## config.mk

```make
export PLATFORM = sky130hd
export DESIGN_NAME = prog_full_pattern_gen
export DESIGN_NICKNAME = d
export VERILOG_FILES = /design/src/rtl/prog_full_pkg.sv /design/src/rtl/pfg_period_counter.sv /design/src/rtl/prog_full_pattern_gen.sv
export SDC_FILE = /design/constraint.sdc
export NUM_CORES = 1
export LEC_CHECK = 0
export ABC_AREA = 0
export CELL_PAD_IN_SITES_DETAIL_PLACEMENT = 2
export CELL_PAD_IN_SITES_GLOBAL_PLACEMENT = 2
export CORE_AREA = 2 2 126 97
export CTS_CLUSTER_SIZE = 20
export DETAILED_ROUTE_END_ITERATION = 10
export DIE_AREA = 0 0 128 99
export PLACE_DENSITY = 0.87
export SKIP_CTS_REPAIR_TIMING = 1
export SYNTH_ARGS = -nofsm -noshare
export SYNTH_HDL_FRONTEND = slang
export SYNTH_SLANG_ARGS = --single-unit
```

## constraint.sdc

```tcl
create_clock -name prg_clk -period 5 [get_ports prg_clk]
set_clock_uncertainty 0.1 [all_clocks]
set_input_delay 1.25 -clock prg_clk [delete_from_list [all_inputs] [get_ports prg_clk]]
set_output_delay 1.25 -clock prg_clk [all_outputs]
set_load 0.005 [all_outputs]
```

## src/rtl/prog_full_pkg.sv

```systemverilog
// Shared mode encodings and the active/shadow configuration record for prog_full_pattern_gen.
// No logic, types and constants only.
package prog_full_pkg;

    localparam logic [1:0] MODE_OFF   = 2'd0;
    localparam logic [1:0] MODE_PULSE = 2'd1;
    localparam logic [1:0] MODE_DUTY  = 2'd2;
    localparam logic [1:0] MODE_LATCH = 2'd3;

    // The record is sized here, so the top-level CNT_W must equal PFG_CNT_W.
    localparam int PFG_CNT_W = 13;

    typedef struct packed {
        logic [1:0]           mode;
        logic [PFG_CNT_W-1:0] period;
        logic [PFG_CNT_W-1:0] high;
    } pfg_cfg_t;

endpackage

```

## src/rtl/pfg_period_counter.sv

```systemverilog
// Period counter: combinational wrap and count_next, with period_tick registered one cycle after a wrap.
// There is no backpressure. The counter freezes while enable_i=0, and clear_i forces it to zero.
module pfg_period_counter #(
    parameter int CNT_W = 13
) (
    input  logic             clk_i,
    input  logic             rst_i,
    input  logic             enable_i,
    input  logic             clear_i,
    input  logic [CNT_W-1:0] period_i,
    output logic [CNT_W-1:0] count_o,
    output logic [CNT_W-1:0] count_next_o,
    output logic             wrap_o,
    output logic             tick_o
);

    logic [CNT_W-1:0] count_q, count_d;
    logic             tick_q;

    assign wrap_o = enable_i && (count_q == period_i);

    always_comb begin
        count_d = count_q;
        if (clear_i || wrap_o) begin
            count_d = '0;
        end else if (enable_i) begin
            count_d = count_q + CNT_W'(1);
        end
    end

    always_ff @(posedge clk_i or posedge rst_i) begin
        if (rst_i) begin
            count_q <= '0;
            tick_q  <= 1'b0;
        end else begin
            count_q <= count_d;
            tick_q  <= wrap_o;
        end
    end

    assign count_o      = count_q;
    assign count_next_o = count_d;
    assign tick_o       = tick_q;

endmodule

```

## src/rtl/prog_full_pattern_gen.sv

```systemverilog
// Programmable-full pattern generator with OFF, PULSE, DUTY and LATCH modes. All outputs are registered.
// Config uses valid/ready: cfg_ready stays low while a shadow config waits for a period boundary.
module prog_full_pattern_gen #(
    parameter int CNT_W      = prog_full_pkg::PFG_CNT_W,
    parameter int DEF_PERIOD = 8191,
    parameter int DEF_MODE   = 1,
    parameter int DEF_HIGH   = 1,
    parameter int EVT_W      = 16
) (
    input  logic             prg_clk,
    input  logic             prg_rst,
    input  logic             enable,
    input  logic             cfg_valid,
    output logic             cfg_ready,
    input  logic [1:0]       cfg_mode,
    input  logic [CNT_W-1:0] cfg_period,
    input  logic [CNT_W-1:0] cfg_high,
    input  logic             latch_clr,
    output logic             prog_full,
    output logic             period_tick,
    output logic [EVT_W-1:0] evt_count
);
    import prog_full_pkg::*;

    localparam pfg_cfg_t DEF_CFG = '{
        mode:   2'(DEF_MODE),
        period: CNT_W'(DEF_PERIOD),
        high:   CNT_W'(DEF_HIGH)
    };

    pfg_cfg_t         act_q, act_d, shd_q, shd_d, eff;
    logic             pend_q, pend_d;
    logic             pf_q, pf_d;
    logic [EVT_W-1:0] evt_q, evt_d;
    logic             capture, apply, wrap, tick;
    logic [CNT_W-1:0] count, count_next;

    pfg_period_counter #(.CNT_W(CNT_W)) u_cnt (
        .clk_i        (prg_clk),
        .rst_i        (prg_rst),
        .enable_i     (enable),
        .clear_i      (apply),
        .period_i     (act_q.period),
        .count_o      (count),
        .count_next_o (count_next),
        .wrap_o       (wrap),
        .tick_o       (tick)
    );

    // A stalled generator in OFF would never wrap usefully, so it accepts the new config immediately.
    assign capture = cfg_valid && !pend_q;
    assign apply   = pend_q && (wrap || (act_q.mode == MODE_OFF));
    assign eff     = apply ? shd_q : act_q;

    always_comb begin
        shd_d  = shd_q;
        act_d  = act_q;
        pend_d = pend_q;
        if (capture) begin
            shd_d  = '{mode: cfg_mode, period: cfg_period, high: cfg_high};
            pend_d = 1'b1;
        end
        if (apply) begin
            act_d  = shd_q;
            pend_d = 1'b0;
        end
    end

    // The new mode is evaluated from the apply cycle onward, and a latched flag is dropped on apply.
    always_comb begin
        pf_d = pf_q;
        if (enable) begin
            case (eff.mode)
                MODE_OFF:   pf_d = 1'b0;
                MODE_PULSE: pf_d = wrap;
                MODE_DUTY:  pf_d = (count_next < eff.high);
                MODE_LATCH: pf_d = wrap || (pf_q && !latch_clr && !apply);
                default:    pf_d = 1'b0;
            endcase
        end
    end

    always_comb begin
        evt_d = evt_q;
        if (pf_d && !pf_q && (evt_q != {EVT_W{1'b1}})) begin
            evt_d = evt_q + EVT_W'(1);
        end
    end

    always_ff @(posedge prg_clk or posedge prg_rst) begin
        if (prg_rst) begin
            act_q  <= DEF_CFG;
            shd_q  <= '0;
            pend_q <= 1'b0;
            pf_q   <= 1'b0;
            evt_q  <= '0;
        end else begin
            act_q  <= act_d;
            shd_q  <= shd_d;
            pend_q <= pend_d;
            pf_q   <= pf_d;
            evt_q  <= evt_d;
        end
    end

    assign cfg_ready   = !pend_q;
    assign prog_full   = pf_q;
    assign period_tick = tick;
    assign evt_count   = evt_q;

    // The current count is kept on the submodule interface for probing but is not needed here.
    logic unused_count;
    assign unused_count = ^count;

endmodule

```

# Word level (Yosys, flattened, before mapping)
# Cells that the tools add are included.
# totals
word_cells,43
out_inout_bits,19
regBits,88
# op_classes
n_eq_ne,5
n_mux,7
reduce_logical,17
n_lt_le_gt_ge,1
n_addsub,2
# ops
cell,count
2-to-1 mux 28 bit,1
2-to-1 mux 13 bit,2
adder 16 x 1 -> 16 bit (second input constant),1
inequality test 16 bit (second input constant),1
adder 13 x 1 -> 13 bit (second input constant),1
== test 13 bit,1
< comparator 13 bit,1
logical AND 1 bit,7
== test 2 bit (second input constant),2
logical NOT 1 bit,4
logical NOT 2 bit,2
one-hot mux 1 bit (4 select lines),1
logical OR 1 bit,3
2-to-1 mux 1 bit,3
== test 2 x 1 -> 1 bit (second input constant),1
nonzero test 2 bit,1

# Logic depth before layout (Yosys ltp)
# Gate-level depths: netlist of run 1.
# depth
ltp_word,11
depth_mapped,17
depth_no_buf,15

# Cells and area by module
# Synthesis of run 1 repeated with hierarchy kept, for this count alone.
# unflattened
cells_unflattened,348
area_unflattened_um2,4241.6
# by_module_without_submodules
module,seq_area_each_um2,instances,area_per_inst_um2,cells_per_inst
prog_full_pattern_gen,1870.5,1,3399.5,264
pfg_period_counter,350.3,1,842.1,84

# Worst setup path after synthesis of run 1
# OpenSTA, ideal clock, no wires.
# synth_path
path_kind,input port to flip-flop
start,input enable
end,register evt_q[1] (netlist: evt_count[1])
path_stages,15
t_required_ps,4775
t_arrival_ps,4223
path_slack_ps,552
path_buffers,2
path_cell_list,clkbuf_1 > nand2_1 > nor4_4 > a21oi_2 > clkbuf_1 > mux2i_1 > ha_1 > and2_1 > a221o_1 > nand2_1 > nand3_1 > a211oi_2 > a21o_4 > nand2_2 > mux2_4
# synth_between
elab_chain_len,10
# synth_rtl
item,line,text
from (decl),prog_full_pattern_gen.sv:12,"input logic enable,"
logical AND 1 bit (*),pfg_period_counter.sv:20,assign wrap_o = enable_i && (count_q == period_i);
named net u_cnt.wrap_o,pfg_period_counter.sv:13,"output logic wrap_o,"
logical OR 1 bit,prog_full_pattern_gen.sv:52,assign apply = pend_q && (wrap || (act_q.mode == MODE_OFF));
logical AND 1 bit,prog_full_pattern_gen.sv:52,
logical OR 1 bit or logical NOT 1 bit (tied branches),"pfg_period_counter.sv:24, prog_full_pattern_gen.sv:77",
2-to-1 mux 13 bit or logical AND 1 bit (tied branches),"pfg_period_counter.sv:24, prog_full_pattern_gen.sv:77",
< comparator 13 bit or logical OR 1 bit (tied branches),"prog_full_pattern_gen.sv:76, prog_full_pattern_gen.sv:77",
one-hot mux 1 bit (4 select lines) (*),prog_full_pattern_gen.sv:73,case (eff.mode)
2-to-1 mux 1 bit (*),prog_full_pattern_gen.sv:72,if (enable) begin
logical AND 1 bit (*) (2 in a row),prog_full_pattern_gen.sv:85,if (pf_d && !pf_q && (evt_q != {EVT_W{1'b1}})) begin
to (signal assigned),prog_full_pattern_gen.sv:102,evt_q <= evt_d;
to (decl),prog_full_pattern_gen.sv:34,"logic [EVT_W-1:0] evt_q, evt_d;"
# Mark *: on every way through the listed nets, which the timed path passes. The rest lies on a longest branch.
# A chain may end at the register's enable or synchronous reset.

# Worst setup path after layout of run 1
# layout_path
start,input enable
end,register evt_q[1] (netlist: evt_count[1])
# layout_between
elab_chain_len,10
# layout_rtl
item,line,text
logical AND 1 bit,pfg_period_counter.sv:20,
logical OR 1 bit,prog_full_pattern_gen.sv:52,
logical AND 1 bit,prog_full_pattern_gen.sv:52,
logical OR 1 bit,pfg_period_counter.sv:24,if (clear_i || wrap_o) begin
2-to-1 mux 13 bit (*),pfg_period_counter.sv:24,
named net count_next[11],prog_full_pattern_gen.sv:36,"logic [CNT_W-1:0] count, count_next;"
< comparator 13 bit (*),prog_full_pattern_gen.sv:76,MODE_DUTY: pf_d = (count_next < eff.high);
one-hot mux 1 bit (4 select lines) (*),prog_full_pattern_gen.sv:73,
2-to-1 mux 1 bit (*),prog_full_pattern_gen.sv:72,
logical AND 1 bit (*) (2 in a row),prog_full_pattern_gen.sv:85,
# Marked as above.

==> flow_summary.toml, run 1 <==
[run_status]
status = "complete, no violations"

[power]
finalPower_w = 0.003130
ir_worst_vdd_mv = 0.2219
p_leak_nw = 2.367
powerDensity_nw_per_um2 = 590.9

[final_layout]
final_nets = 441
fin_area_sq_um = 5296
syn_to_final_growth_pct = 24.83
drive_above_1_share = 0.2732
diodes = 0

[floorplan]
num_io_pins = 52
chipHeight_um = 99
die_area_sq_um = 12670
floorplan.initialDensity = 0.3721
row_count = 34
coreArea_sq_um = 11400
die-width_um = 128

[synthesis]
synth_area_sq_um = 4243
syn_inst = 335
yosysSeqAreaShare = 0.5234
ys_types = 45
synth_edf_count = 0
synth-seq-cells = 88
async_flop_share = 1.000
yosys_most_used_dff = "dfrtp_1"
syn_area_per_cell_sq_um = 12.67
synth_warnings = 0
syn_nets = 382

[worst_setup_path]
crit_end = "evt_count[1]$_DFFE_PP0P_"
rr_startpoint = "u_cnt.count_o[1]$_DFF_PP0_"
cp-end-kind = "register"
critical_path_class = "input pin to register"
r2r-end = "evt_count[1]$_DFFE_PP0P_"
worst_setup_path_start_kind = "input pin"
critPathRequiredTime_ns = 5.13
critPathMaxFanout = 16
reg2regPathDepth = 15
crit_start = "enable"
r2r_slack_ns = 0.81
cp.arrival_ns = 4.89

[place]
io_buffer_count = 51
pre_cts_slack_ns = -0.004320
hpwl_um = 7806
routabilityCongestion = 0.8116
placed_area_sq_um = 4947

[clock_network]
htree_levels = 3
cts_sinks = 88
insertion_delay_ns = 0.35
clockBufferDepth = 2
cts_tree = "yes"
cts_root_buf = "clkbuf_16"
cts_inserted_buffers = 9
clkTransAtPathRegs_ns = 0.07

[grt]
grt_pass1_vias = 3303
track_usage = 0.1953
grt_first_pass_wirelength_um = 18400
grt_antenna_before_repair = 0
overflow = 0
grt_max_degree = 36

[timing]
rsz0062_at_grt = "no"
slew_violations = 0
slew_headroom = 0.3432
hold_viol_final = 0
timing.hold.ws_ns = 0.3937
fmax_mhz = 210.1
fin_ws_ns = 0.2407
fin_crit_sh = 0.9519
worst_pin_slew_ns = 0.9821
setup_viol = 0
period_needed_ns = 4.759

[drt]
vias_per_cell = 5.190
drt_iter0_drc = 90
drc_errors = 0
wl_per_cell_um = 21.01
wl_um = 11410
drtPass1Iterations = 4
ant_nets = 0
vias = 2818

[worst_hold_path]
hold_class = "register to register"
worstHoldPathCells = 1

[flow_run]
drv_cap = 0
[state kept, by name, indices dropped and copies added, names as in the netlist]
name,count
u_cnt.count_o,13
act_q,28
shd_q,28
pend_q,1
u_cnt.tick_o,1
prog_full,1
evt_count,16
[synth_stat cells (2+ instances only)]
master     n  area (sq um)
mux2_2    45         506.7
and3_1    11         68.82
nand4_2    2         25.02
a21o_1     3         22.52
dfrtp_1   73          1827
nand3_1    6         30.03
nand2_1   11         41.29
nand3b_1   2         15.01
nand2b_1   2         12.51
ha_1      14         175.2
xnor2_2    3         48.80
and4_1     3         26.28
xnor2_1   27         236.5
dfstp_2   15         394.1
and2_1     4         25.02
nor2b_1    2         12.51
nand4_1   10         62.56
clkbuf_1   6         22.52
nand3_2    9         90.09
xor2_1     9         78.83
buf_1      2         7.510
inv_1     18         67.56
a21oi_1    5         25.02
nor2_1    18         67.56
mux2i_1   15         150.1
[layout make-up]
class / instances / area (sq um)
fillers: 1127 / 6105
flip-flops and latches: 88 / 2221
multi-input cells: 218 / 1897
repair buffers: 59 / 583.1
clock buffers: 11 / 242.7
well taps: 144 / 180.2
clock inverters: 5 / 103.9
inverters: 18 / 68.82
[routing by layer]
metal  vias up  part of all wire  track usage
met2        58              0.52       0.3451
li1       1276                 -            -
met4         0             0.021      0.07270
met3        20             0.043      0.05103
met1      1464              0.42       0.2287
met5         -                 0            0
[critical path: stages]
cell and delay, ns:
clkdlybuf4s50_1 0.61, nand3_1 0.16, nor2_1 0.20, and2_1 0.24, nand2_1 0.11, xor2_1 0.17, nor2_1 0.21, ha_1 0.30
nor2b_1 0.14, o21ai_0 0.27, nand3_1 0.19, a211oi_2 0.25, a21o_4 0.32, nand2_2 0.12, mux2_4 0.35
[report_power, final]
group	internal, W	switching, W	leakage (nW)	total [W]
logic	0.000544	0.000545	1.13	0.00109
registers	0.00103	0.000218	1.07	0.00125
clock network	0.000502	0.000287	0.170	0.000789
total	0.00208	0.00105	2.37	0.00313
[kinds of logic (layout without fill, tap and decap cells)]
family                   count (synthesis)  after routing  synth area share
AND/OR/NAND/NOR                         84             84            0.1218
AO/OA/AOI/OAI                           20             20           0.03863
XOR/XNOR                                39             39           0.08582
adder cells (fa/ha/maj)                 14             14           0.04129
flip-flops                              88             88            0.5234
multiplexers                            61             61            0.1584
buffers and inverters                   29             93           0.03067
[through the flow]
stage	setup TNS (ns)	utilization	instances
after floorplan	0	-	335
after global placement	0	0.4339	527
after detailed placement	-0.004320	0.4339	527
after CTS	0	0.4643	543
after global routing	0	0.4646	543
final	0	0.4646	543
[cells in the final DEF, fill, tap and decap left out, drive strengths merged, types with 6 or more instances in the layout]
master and instances:
and3 12, a21oi 6, nand3 15, inv 17
nand2 12, dfstp 15, dfrtp 73, ha 14
mux2 46, nand4 12, buf 8, xor2 9
clkdlybuf4s50 51, nor2 18, clkbuf 11, mux2i 15
xnor2 30
[worst min path at each step]
stage | from | end | slack [ns]
after CTS | evt_count[8]$_DFFE_PP0P_ | evt_count[8]$_DFFE_PP0P_ | 0.40
after detailed placement | act_q[9]$_DFF_PP0_ | act_q[9]$_DFF_PP0_ | 0.38
final | evt_count[8]$_DFFE_PP0P_ | evt_count[8]$_DFFE_PP0P_ | 0.39
after global placement | act_q[8]$_DFF_PP0_ | act_q[8]$_DFF_PP0_ | 0.37
after floorplan | act_q[10]$_DFF_PP0_ | act_q[10]$_DFF_PP0_ | 0.36
after global routing | shd_q[5]$_DFFE_PP0P_ | shd_q[5]$_DFFE_PP0P_ | 0.43
No activity file was read; power rests on OpenSTA's default activity.
==> run 2: changes to the inputs <==
TNS_END_PERCENT = 30   (was unset)
==> results of run 2 <==
Final layout, timing and power as in run 1 (identical DEF).
